$ cat config.mk
export PLATFORM = sky130hd
export DESIGN_NAME = axil_csr_slave
export DESIGN_NICKNAME = d
export VERILOG_FILES = /design/src/rtl/axil_csr_pkg.sv /design/src/rtl/axil_csr_wr_ctrl.sv /design/src/rtl/axil_csr_slave.sv
export SDC_FILE = /design/constraint.sdc
export NUM_CORES = 1
export LEC_CHECK = 0
export ABC_AREA = 1
export CAP_MARGIN = 10
export CORE_MARGIN = 3
export CORE_UTILIZATION = 45
export CTS_CLUSTER_DIAMETER = 100
export CTS_CLUSTER_SIZE = 30
export DETAILED_ROUTE_END_ITERATION = 10
export PLACE_DENSITY = 0.75
export SYNTH_ARGS = -nofsm -noshare
export SYNTH_HDL_FRONTEND = slang
export SYNTH_SLANG_ARGS = --single-unit
$ cat constraint.sdc
create_clock -name clk -period 3.91 [get_ports clk]
set_input_delay 0.391 -clock clk [delete_from_list [all_inputs] [get_ports clk]]
set_output_delay 0.391 -clock clk [all_outputs]
set_load 0.005 [all_outputs]
$ cat src/rtl/axil_csr_pkg.sv
// Shared definitions for the AXI4-Lite CSR slave: register map, response codes,
// channel FSM encodings and the byte-strobe merge helper.
package axil_csr_pkg;

  localparam logic [11:0] OFF_CTRL     = 12'h000;
  localparam logic [11:0] OFF_STATUS   = 12'h004;
  localparam logic [11:0] OFF_IRQ_EN   = 12'h008;
  localparam logic [11:0] OFF_ID       = 12'h00C;
  localparam logic [11:0] OFF_CFG_BASE = 12'h010;

  // Word indices derived from the byte offsets (addr[1:0] is ignored)
  localparam int unsigned IDX_CTRL     = 32'(OFF_CTRL >> 2);
  localparam int unsigned IDX_STATUS   = 32'(OFF_STATUS >> 2);
  localparam int unsigned IDX_IRQ_EN   = 32'(OFF_IRQ_EN >> 2);
  localparam int unsigned IDX_ID       = 32'(OFF_ID >> 2);
  localparam int unsigned IDX_CFG_BASE = 32'(OFF_CFG_BASE >> 2);

  localparam logic [1:0] RESP_OKAY   = 2'b00;
  localparam logic [1:0] RESP_SLVERR = 2'b10;

  typedef enum logic [1:0] {
    W_IDLE = 2'd0,
    W_DATA = 2'd1,
    W_ADDR = 2'd2,
    W_RESP = 2'd3
  } wr_state_e;

  typedef enum logic {
    R_IDLE = 1'b0,
    R_RESP = 1'b1
  } rd_state_e;

  function automatic logic [31:0] byte_merge(input logic [31:0] old_v,
                                             input logic [31:0] new_v,
                                             input logic [3:0]  strb);
    logic [31:0] res;
    res = old_v;
    for (int b = 0; b < 4; b++) begin
      if (strb[b]) res[b*8 +: 8] = new_v[b*8 +: 8];
    end
    return res;
  endfunction

endpackage

$ cat src/rtl/axil_csr_wr_ctrl.sv
// AXI4-Lite write channel: joins AW and W in either order, emits a one-cycle
// commit strobe with index/data/strobe, and holds the B response until bready.
module axil_csr_wr_ctrl
  import axil_csr_pkg::*;
#(
  parameter int ADDR_W   = 12,
  parameter int DATA_W   = 32,
  parameter int NUM_REGS = 16
) (
  input  logic                clk,
  input  logic                reset,
  input  logic                en_i,
  input  logic [ADDR_W-1:0]   awaddr,
  input  logic                awvalid,
  output logic                awready,
  input  logic [DATA_W-1:0]   wdata,
  input  logic [DATA_W/8-1:0] wstrb,
  input  logic                wvalid,
  output logic                wready,
  output logic [1:0]          bresp,
  output logic                bvalid,
  input  logic                bready,
  output logic                commit_o,
  output logic [ADDR_W-3:0]   cm_idx_o,
  output logic [DATA_W-1:0]   cm_data_o,
  output logic [DATA_W/8-1:0] cm_strb_o
);

  wr_state_e           state_q, state_d;
  logic [ADDR_W-3:0]   idx_q, idx_d;
  logic [DATA_W-1:0]   data_q, data_d;
  logic [DATA_W/8-1:0] strb_q, strb_d;
  logic [1:0]          bresp_q, bresp_d;
  logic                aw_hs, w_hs;
  logic                unused_awaddr_lsb;

  assign unused_awaddr_lsb = ^awaddr[1:0];

  always_ff @(posedge clk) begin
    if (reset) begin
      state_q <= W_IDLE;
      bresp_q <= RESP_OKAY;
    end else begin
      state_q <= state_d;
      bresp_q <= bresp_d;
    end
  end

  // Holding registers for whichever half of the transaction arrived first
  always_ff @(posedge clk) begin
    idx_q  <= idx_d;
    data_q <= data_d;
    strb_q <= strb_d;
  end

  always_comb begin
    state_d = state_q;
    idx_d   = idx_q;
    data_d  = data_q;
    strb_d  = strb_q;
    bresp_d = bresp_q;
    case (state_q)
      W_IDLE: begin
        if (aw_hs && w_hs) begin
          state_d = W_RESP;
        end else if (aw_hs) begin
          idx_d   = awaddr[ADDR_W-1:2];
          state_d = W_DATA;
        end else if (w_hs) begin
          data_d  = wdata;
          strb_d  = wstrb;
          state_d = W_ADDR;
        end
      end
      W_DATA:  if (w_hs)   state_d = W_RESP;
      W_ADDR:  if (aw_hs)  state_d = W_RESP;
      W_RESP:  if (bready) state_d = W_IDLE;
      default: state_d = W_IDLE;
    endcase
    if (commit_o) begin
      bresp_d = (32'(cm_idx_o) < NUM_REGS) ? RESP_OKAY : RESP_SLVERR;
    end
  end

  always_comb begin
    awready   = 1'b0;
    wready    = 1'b0;
    bvalid    = 1'b0;
    commit_o  = 1'b0;
    cm_idx_o  = awaddr[ADDR_W-1:2];
    cm_data_o = wdata;
    cm_strb_o = wstrb;
    case (state_q)
      W_IDLE: begin
        awready  = en_i;
        wready   = en_i;
        commit_o = en_i && awvalid && wvalid;
      end
      W_DATA: begin
        wready   = en_i;
        commit_o = en_i && wvalid;
        cm_idx_o = idx_q;
      end
      W_ADDR: begin
        awready   = en_i;
        commit_o  = en_i && awvalid;
        cm_data_o = data_q;
        cm_strb_o = strb_q;
      end
      W_RESP:  bvalid = 1'b1;
      default: ;
    endcase
  end

  assign aw_hs = awvalid && awready;
  assign w_hs  = wvalid && wready;
  assign bresp = bresp_q;

endmodule

$ cat src/rtl/axil_csr_slave.sv
// AXI4-Lite CSR bank for the image-recognition pipeline: control, sticky event
// status with W1C, interrupt enable, ID and general configuration registers.
module axil_csr_slave
  import axil_csr_pkg::*;
#(
  parameter int          DATA_W   = 32,
  parameter int          ADDR_W   = 12,
  parameter int          NUM_REGS = 16,
  parameter logic [31:0] ID_VALUE = 32'h1A6E_0001
) (
  input  logic                         clk,
  input  logic                         reset,
  input  logic [ADDR_W-1:0]            awaddr,
  input  logic                         awvalid,
  output logic                         awready,
  input  logic [DATA_W-1:0]            wdata,
  input  logic [DATA_W/8-1:0]          wstrb,
  input  logic                         wvalid,
  output logic                         wready,
  output logic [1:0]                   bresp,
  output logic                         bvalid,
  input  logic                         bready,
  input  logic [ADDR_W-1:0]            araddr,
  input  logic                         arvalid,
  output logic                         arready,
  output logic [DATA_W-1:0]            rdata,
  output logic [1:0]                   rresp,
  output logic                         rvalid,
  input  logic                         rready,
  input  logic [7:0]                   event_i,
  output logic [31:0]                  ctrl_o,
  output logic [32*(NUM_REGS-4)-1:0]   cfg_o,
  output logic                         irq
);

  localparam int unsigned NUM_CFG = NUM_REGS - 4;

  logic                active_q, active_d;
  logic [31:0]         ctrl_q, ctrl_d;
  logic [7:0]          status_q, status_d, status_clr;
  logic [7:0]          irq_en_q, irq_en_d;
  logic [31:0]         cfg_q [NUM_CFG];
  logic [31:0]         cfg_d [NUM_CFG];
  logic                irq_q, irq_d;
  rd_state_e           rd_state_q, rd_state_d;
  logic [DATA_W-1:0]   rdata_q, rdata_d;
  logic [1:0]          rresp_q, rresp_d;

  logic                wr_commit;
  logic [ADDR_W-3:0]   wr_idx;
  logic [DATA_W-1:0]   wr_data;
  logic [DATA_W/8-1:0] wr_strb;
  logic [ADDR_W-3:0]   rd_idx;
  logic [31:0]         rd_val;
  logic                rd_ok;
  logic                ar_hs;
  logic                unused_araddr_lsb;

  assign unused_araddr_lsb = ^araddr[1:0];

  axil_csr_wr_ctrl #(
    .ADDR_W   (ADDR_W),
    .DATA_W   (DATA_W),
    .NUM_REGS (NUM_REGS)
  ) u_wr_ctrl (
    .clk       (clk),
    .reset     (reset),
    .en_i      (active_q),
    .awaddr    (awaddr),
    .awvalid   (awvalid),
    .awready   (awready),
    .wdata     (wdata),
    .wstrb     (wstrb),
    .wvalid    (wvalid),
    .wready    (wready),
    .bresp     (bresp),
    .bvalid    (bvalid),
    .bready    (bready),
    .commit_o  (wr_commit),
    .cm_idx_o  (wr_idx),
    .cm_data_o (wr_data),
    .cm_strb_o (wr_strb)
  );

  // active_q keeps every ready low through reset and its first release edge
  assign active_d = 1'b1;

  always_ff @(posedge clk) begin
    if (reset) begin
      active_q <= 1'b0;
      ctrl_q   <= '0;
      status_q <= '0;
      irq_en_q <= '0;
      irq_q    <= 1'b0;
      for (int unsigned i = 0; i < NUM_CFG; i++) cfg_q[i] <= '0;
    end else begin
      active_q <= active_d;
      ctrl_q   <= ctrl_d;
      status_q <= status_d;
      irq_en_q <= irq_en_d;
      irq_q    <= irq_d;
      cfg_q    <= cfg_d;
    end
  end

  always_comb begin
    ctrl_d     = ctrl_q;
    irq_en_d   = irq_en_q;
    cfg_d      = cfg_q;
    status_clr = '0;
    if (wr_commit) begin
      if (32'(wr_idx) == IDX_CTRL) ctrl_d = byte_merge(ctrl_q, wr_data, wr_strb);
      if (32'(wr_idx) == IDX_STATUS && wr_strb[0]) status_clr = wr_data[7:0];
      if (32'(wr_idx) == IDX_IRQ_EN && wr_strb[0]) irq_en_d = wr_data[7:0];
      for (int unsigned i = 0; i < NUM_CFG; i++) begin
        if (32'(wr_idx) == i + IDX_CFG_BASE) cfg_d[i] = byte_merge(cfg_q[i], wr_data, wr_strb);
      end
    end
    // A new event in the same cycle as a W1C clear keeps the bit set
    status_d = (status_q & ~status_clr) | event_i;
    irq_d    = |(status_q & irq_en_q);
  end

  assign rd_idx = araddr[ADDR_W-1:2];

  always_comb begin
    rd_val = '0;
    rd_ok  = (32'(rd_idx) < NUM_REGS);
    if (32'(rd_idx) == IDX_CTRL)   rd_val = ctrl_q;
    if (32'(rd_idx) == IDX_STATUS) rd_val = {24'd0, status_q};
    if (32'(rd_idx) == IDX_IRQ_EN) rd_val = {24'd0, irq_en_q};
    if (32'(rd_idx) == IDX_ID)     rd_val = ID_VALUE;
    for (int unsigned i = 0; i < NUM_CFG; i++) begin
      if (32'(rd_idx) == i + IDX_CFG_BASE) rd_val = cfg_q[i];
    end
  end

  always_ff @(posedge clk) begin
    if (reset) begin
      rd_state_q <= R_IDLE;
      rdata_q    <= '0;
      rresp_q    <= RESP_OKAY;
    end else begin
      rd_state_q <= rd_state_d;
      rdata_q    <= rdata_d;
      rresp_q    <= rresp_d;
    end
  end

  always_comb begin
    rd_state_d = rd_state_q;
    rdata_d    = rdata_q;
    rresp_d    = rresp_q;
    case (rd_state_q)
      R_IDLE: begin
        if (ar_hs) begin
          rd_state_d = R_RESP;
          rdata_d    = rd_val;
          rresp_d    = rd_ok ? RESP_OKAY : RESP_SLVERR;
        end
      end
      R_RESP:  if (rready) rd_state_d = R_IDLE;
      default: rd_state_d = R_IDLE;
    endcase
  end

  always_comb begin
    arready = active_q && (rd_state_q == R_IDLE);
    rvalid  = (rd_state_q == R_RESP);
    ar_hs   = arvalid && arready;
  end

  assign rdata  = rdata_q;
  assign rresp  = rresp_q;
  assign ctrl_o = ctrl_q;
  assign irq    = irq_q;

  for (genvar g = 0; g < int'(NUM_CFG); g++) begin : g_cfg_out
    assign cfg_o[g*32 +: 32] = cfg_q[g];
  end

endmodule

# == After elaboration in Yosys (flattened, before gate mapping) ==
# Cells that the tools add are included.
# totals
reg_bits,519
latch_bits,0
mem_bits_rw,0
n_memories,0
rom_bits,0
input_bits,75
# classes
reduce_logical,73
n_shift,0
n_lt_le_gt_ge,2
multipliers,0
eq_ne,36
div_mod_pow,0
addsub,0
mux,38
bitwise_logic,7
# ops
operator,n
$mux W32,17
$eq A10 B4 Y1 const B,16
$reduce_and A3 Y1,53
$eq A10 B3 Y1 const B,8
$eq A10 B2 Y1 const B,3
$eq A10 B1 Y1 const B,2
$logic_not A10 Y1,2
$lt A10 B5 Y1 const B,2
$and A8 B8 Y8,2
$mux W2,8
$mux W8,2
$logic_and A1 B1 Y1,10
$mux W10,1
$not A8 Y8,1
$or A8 B8 Y8,1
$pmux W2 S4,1
$reduce_and A4 Y1,2
$reduce_or A8 Y1,1
$mux W1,6
$eq A2 B2 Y1 const B,2
$mux W4,1
$ne A2 B1 Y1 const B,2
$ne A4 B1 Y1 const B,1
$reduce_and A2 Y1,2
other kinds (7),10

# == Depth between registers and ports, before layout ==
# logic_depth
word_depth,17
ltp_mapped,15
mapped_depth_nobuf,14

# == By module ==
# Synthesis repeated with hierarchy kept, for this count alone.
# unflattened
cells_unflattened,3051
area_unflattened_um2,22419.0
# modules_own_cells
mod,n_inst,seq_area_each_um2,cells_each,area_per_inst_um2
axil_csr_slave,1,9369.0,2805,20071.8
axil_csr_wr_ctrl,1,1441.4,246,2347.3

# == Worst setup path before layout ==
# No wires, ideal clock.
# synth_path
kind,reg2reg
from,register u_wr_ctrl.state_q[1]
to,"register u_wr_ctrl.data_q[0], enable pin"
t_required_ns,3.436
arrival_ns,3.575
setup_time_ns,0.474
n_path_buf,0
path_slack_ns,-0.139
path_stages_with_launch,7
path_cell_list,dfxtp_1 inv_1 ha_1 inv_2 a21oi_1 nand2_1 nor3_1
# synth_via
elab_chain_cells,7
# synth_lines
element,line,rtl
start: declaration,axil_csr_wr_ctrl.sv:29,"wr_state_e state_q, state_d;"
start signal: assignment,axil_csr_wr_ctrl.sv:44,state_q <= state_d;
$eq A2 B1 Y1 or $logic_not A2 Y1 (tied branches),axil_csr_wr_ctrl.sv:93,case (state_q)
$reduce_or A2 Y1 (no line) (*),n/a,
$mux W1 (*),axil_csr_wr_ctrl.sv:93,
via wready,axil_csr_slave.sv:19,"output logic wready,"
$logic_and A1 B1 Y1 (*),axil_csr_wr_ctrl.sv:116,assign w_hs = wvalid && wready;
$logic_and A1 B1 Y1,axil_csr_wr_ctrl.sv:64,if (aw_hs && w_hs) begin
$not A1 Y1 (no line),n/a,
$reduce_and A4 Y1 (no line) (*),n/a,
end signal: assignment,axil_csr_wr_ctrl.sv:52,data_q <= data_d;
end: declaration,axil_csr_wr_ctrl.sv:31,"logic [DATA_W-1:0] data_q, data_d;"
# The timed path passes the listed nets; every way through them passes the cells marked *.
# A chain may end at the register's enable or synchronous reset.

# == Worst setup path in the final report ==
# layout_path
from,register u_wr_ctrl.state_q[0]
to,"register ctrl_q[14], in the netlist ctrl_o[14]"
# layout_via
elab_chain_cells,4
# layout_lines
element,line,rtl
$eq A2 B1 Y1,axil_csr_wr_ctrl.sv:93,
$mux W10,axil_csr_wr_ctrl.sv:93,
$logic_not A10 Y1,axil_csr_slave.sv:112,"if (32'(wr_idx) == IDX_CTRL) ctrl_d = byte_merge(ctrl_q, wr_data, wr_strb);"
$reduce_and A3 Y1 (no line),n/a,
end signal: assignment,axil_csr_slave.sv:98,ctrl_q <= ctrl_d;
end: declaration,axil_csr_slave.sv:39,"logic [31:0] ctrl_q, ctrl_d;"
# Several ways; a longest one is shown, not always the timed one.

==> results.py <==
metrics = {
    "cells_and_area": {
        "area_delta_synth_final_pct": 29.3,
        "final_layout_size_suffix_gt1_frac": 0.0431,
        "final_nets": 3480,
        "design_area_mm2": 0.0284,
        "instances_no_fill": 4022,
        "antenna_cells": 0,
    },
    "sta": {
        "worst_pin_slew_ns": 1.19,
        "fmax_mhz": 278,
        "final_max_slew_viol_count": 0,
        "finalHoldViolCount": 0,
        "fin_skew_ns": 0.0204,
        "period_share": 0.920,
        "setup_viol": 0,
        "slew_headroom": 0.204,
        "finalSetupTns_ns": 0,
        "min_period_ns": 3.60,
        "rsz0062_at_grt": "no",
    },
    "placement": {
        "dp_hpwl_um": 69100,
        "place_area_mm2": 0.0278,
        "dp.cells": 3993,
        "place.gp.congestion": 0.938,
        "port_buffers": 526,
    },
    "power_and_ir_drop": {
        "p_int_uw": 6800,
        "switching_share": 0.317,
        "power_uw": 9960,
        "pwr-share-clk": 0.278,
        "power_frac_comb": 0.174,
        "power.density_mw_per_mm2": 351,
        "p_leak_uw": 0.00960,
        "max-vdd-ir-drop_uv": 258,
        "seq_power_share": 0.548,
        "p_sw_uw": 3160,
    },
    "clock_tree": {
        "post_cts_buffers": 0,
        "cts_made_buffers": 21,
        "tritoncts": "done",
        "path_clk_slew_ns": 0.12,
        "clk_path_buf_depth": 3,
        "cts_sinks": 517,
        "htreeDepth": 1,
        "cts_hold_buf": 0,
        "cts_root_buffer": "clkbuf_16",
        "ctsResizeCount": 0,
        "clk_latency_ns": 0.58,
    },
    "run_status": {
        "run_status": "finished clean",
    },
    "job": {
        "cap_violations": 0,
    },
    "critical_path": {
        "worstSetupEndpoint": "ctrl_o[14]$_SDFFE_PP0P_",
        "r2r_start": "u_wr_ctrl.state_q[0]$_SDFFE_PP0P_",
        "critPathMaxStageDelay_ns": 0.56,
        "end_kind": "flop",
        "cp.depth": 10,
        "crit-reg2reg-capture": "ctrl_o[14]$_SDFFE_PP0P_",
        "ff2ff_setup_slack_ns": 0.31,
        "crit_family": "simple AND/OR/NAND/NOR gates",
        "worst-path-buf-inv": 2,
        "crit_slowest_cell": "nor2_1",
        "crit_start": "u_wr_ctrl.state_q[0]$_SDFFE_PP0P_",
        "cp_data_required_time_ns": 4.35,
        "worstRegToRegCells": 10,
        "worstPathArrival_ns": 4.04,
        "path_cells": "ha_1, inv_2, nor4_2, a41oi_2, inv_1, nand3_1, nor2_1, nand2_1, o21ai_0, a21oi_1",
        "crit_fanout": 16,
        "crit_type": "flop to flop",
        "startpoint_type": "flop",
    },
    "routing": {
        "drc_errors": 0,
        "wirelength_um": 92700,
        "drt_iter0_markers": 2206,
        "antenna_left": 0,
        "via_count": 23100,
        "drtPass1Iterations": 6,
        "wl_per_cell_um": 23.0,
        "viasPerCell": 5.75,
    },
    "floorplanning": {
        "core_area_mm2": 0.0479,
        "die_w_um": 227,
        "die_h_um": 227,
        "dieArea_mm2": 0.0515,
        "start_util": 0.458,
        "ios": 533,
        "rows": 80,
    },
    "logic_synthesis": {
        "ys_seq_area_frac": 0.493,
        "yosys_warnings": 0,
        "postSynthCellCount": 2991,
        "synthArstFlopShare": 0,
        "yosysTopAreaCell": "dfxtp_1",
        "synth-seq-cells": 517,
        "syn_avg_cell_area_um2": 7.34,
        "syn-cell-area_mm2": 0.0219,
        "synthFlopType": "dfxtp_1",
        "netlist_top_cells_count": "nor2_1, dfxtp_1, nand2_1",
        "synth_edf_count": 46,
        "synth_most_common_cell": "nor2_1",
        "synth.area.top_cells": "dfxtp_1, a21oi_1, o21ai_0, nor2_1, nand2_1",
        "synth_cell_types": 37,
        "yosys.area.top_type_share": 0.430,
    },
    "global_routing": {
        "grt_first_pass_wirelength_um": 134000,
        "grt_max_degree": 197,
        "antenna_found_initial": 1,
        "grt_pass1_vias": 21200,
        "grt_usage": 0.342,
        "grt_remaining_overflow": 0,
    },
    "hold_path": {
        "hp-class": "input port to flop",
        "hold-path-cell-count": 1,
    },
}
-- layout make-up --
type                            instances  area [µm²]
Fill cell                            4387       19600
Clock inverter                          3        36.3
Clock buffer                           26         544
Tap cell                              615         769
Sequential cell                       517       10800
Multi-Input combinational cell       2087        9720
Inverter                              179         681
Timing Repair Buffer                  595        5820
-- layer usage --
| metal | GRT usage | up-vias | wire [µm] |
|---|---|---|---|
| met5 | 0 | - | 10 |
| met3 | 0.0813 | 168 | 8540 |
| met1 | 0.413 | 11000 | 35000 |
| li1 | - | 10800 | - |
| met2 | 0.596 | 1114 | 45100 |
| met4 | 0.123 | 2 | 3950 |
-- through the flow --
| step | util | hold slack [ns] | setup slack (ns) |
|---|---|---|---|
| global placement | 0.580 | 0.453 | 0.411 |
| finish | 0.592 | 0.383 | 0.313 |
| detailed placement | 0.580 | 0.457 | 0.334 |
| floorplan | - | 0.455 | 0.960 |
| global route | 0.592 | 0.358 | 0.0811 |
| CTS | 0.592 | 0.361 | 0.315 |
-- how the worst min path moves through the flow --
stage / from / endpoint
after global routing: wdata[13] / u_wr_ctrl.data_q[13]$_DFFE_PP_
after global placement: cfg_o[183]$_SDFFE_PP0P_ / cfg_o[183]$_SDFFE_PP0P_
final: wdata[13] / u_wr_ctrl.data_q[13]$_DFFE_PP_
after floorplan: ctrl_o[17]$_SDFFE_PP0P_ / ctrl_o[17]$_SDFFE_PP0P_
after CTS: wdata[13] / u_wr_ctrl.data_q[13]$_DFFE_PP_
after detailed placement: rdata[31]$_SDFFE_PP0P_ / rdata[31]$_SDFFE_PP0P_
-- power groups by stage --
stage | Clock, µW | Combinational [µW] | Sequential [µW]
final | 2770 | 1730 | 5460
after global routing | 2950 | 1830 | 5470
after CTS | 2780 | 1700 | 5460
after detailed placement | 0 | 1700 | 5580
after global placement | 0 | 1670 | 5580
after floorplan | 0 | 931 | 5570
-- worst reg2reg max path, cell delays in order (launching register included) --
cell and delay (ns):
dfxtp_1 0.42, ha_1 0.43, inv_2 0.15, nor4_2 0.25
a41oi_2 0.30, inv_1 0.25, nand3_1 0.26, nor2_1 0.57
nand2_1 0.50, o21ai_0 0.29, a21oi_1 0.06
-- placed cells by master (no fill, tap or decap), types with 46 or more instances in the layout --
| cell type | netlist | routed |
|---|---|---|
| buf_4 | 3 | 66 |
| inv_1 | 171 | 168 |
| dfxtp_1 | 471 | 471 |
| nand4_1 | 80 | 80 |
| nor2_1 | 485 | 481 |
| nand2_1 | 467 | 467 |
| clkdlybuf4s50_1 | 0 | 525 |
| edfxtp_1 | 46 | 46 |
| nand3_1 | 58 | 58 |
| o21ai_0 | 432 | 432 |
| a21oi_1 | 460 | 460 |
-- sequential cells by signal, indices dropped and copies added (netlist names) --
signal / count
rdata: 32
ctrl_o: 32
u_wr_ctrl.state_q: 2
u_wr_ctrl.bresp: 1
cfg_o: 384
irq_en_q: 8
status_q: 8
active_q: 1
u_wr_ctrl.data_q: 32
u_wr_ctrl.strb_q: 4
rvalid: 1
u_wr_ctrl.idx_q: 10
rresp: 1
irq: 1
-- cells by family after synthesis --
kind of cell / Yosys count / share of synthesized area
AO/OA/AOI/OAI: 950 / 0.223
adder cells (fa/ha/maj): 4 / 0.00228
flip-flops: 517 / 0.493
buffers and inverters: 388 / 0.0685
other: 1 / 0.000171
AND/OR/NAND/NOR: 1131 / 0.214
Power figures use the tool's default switching activity.
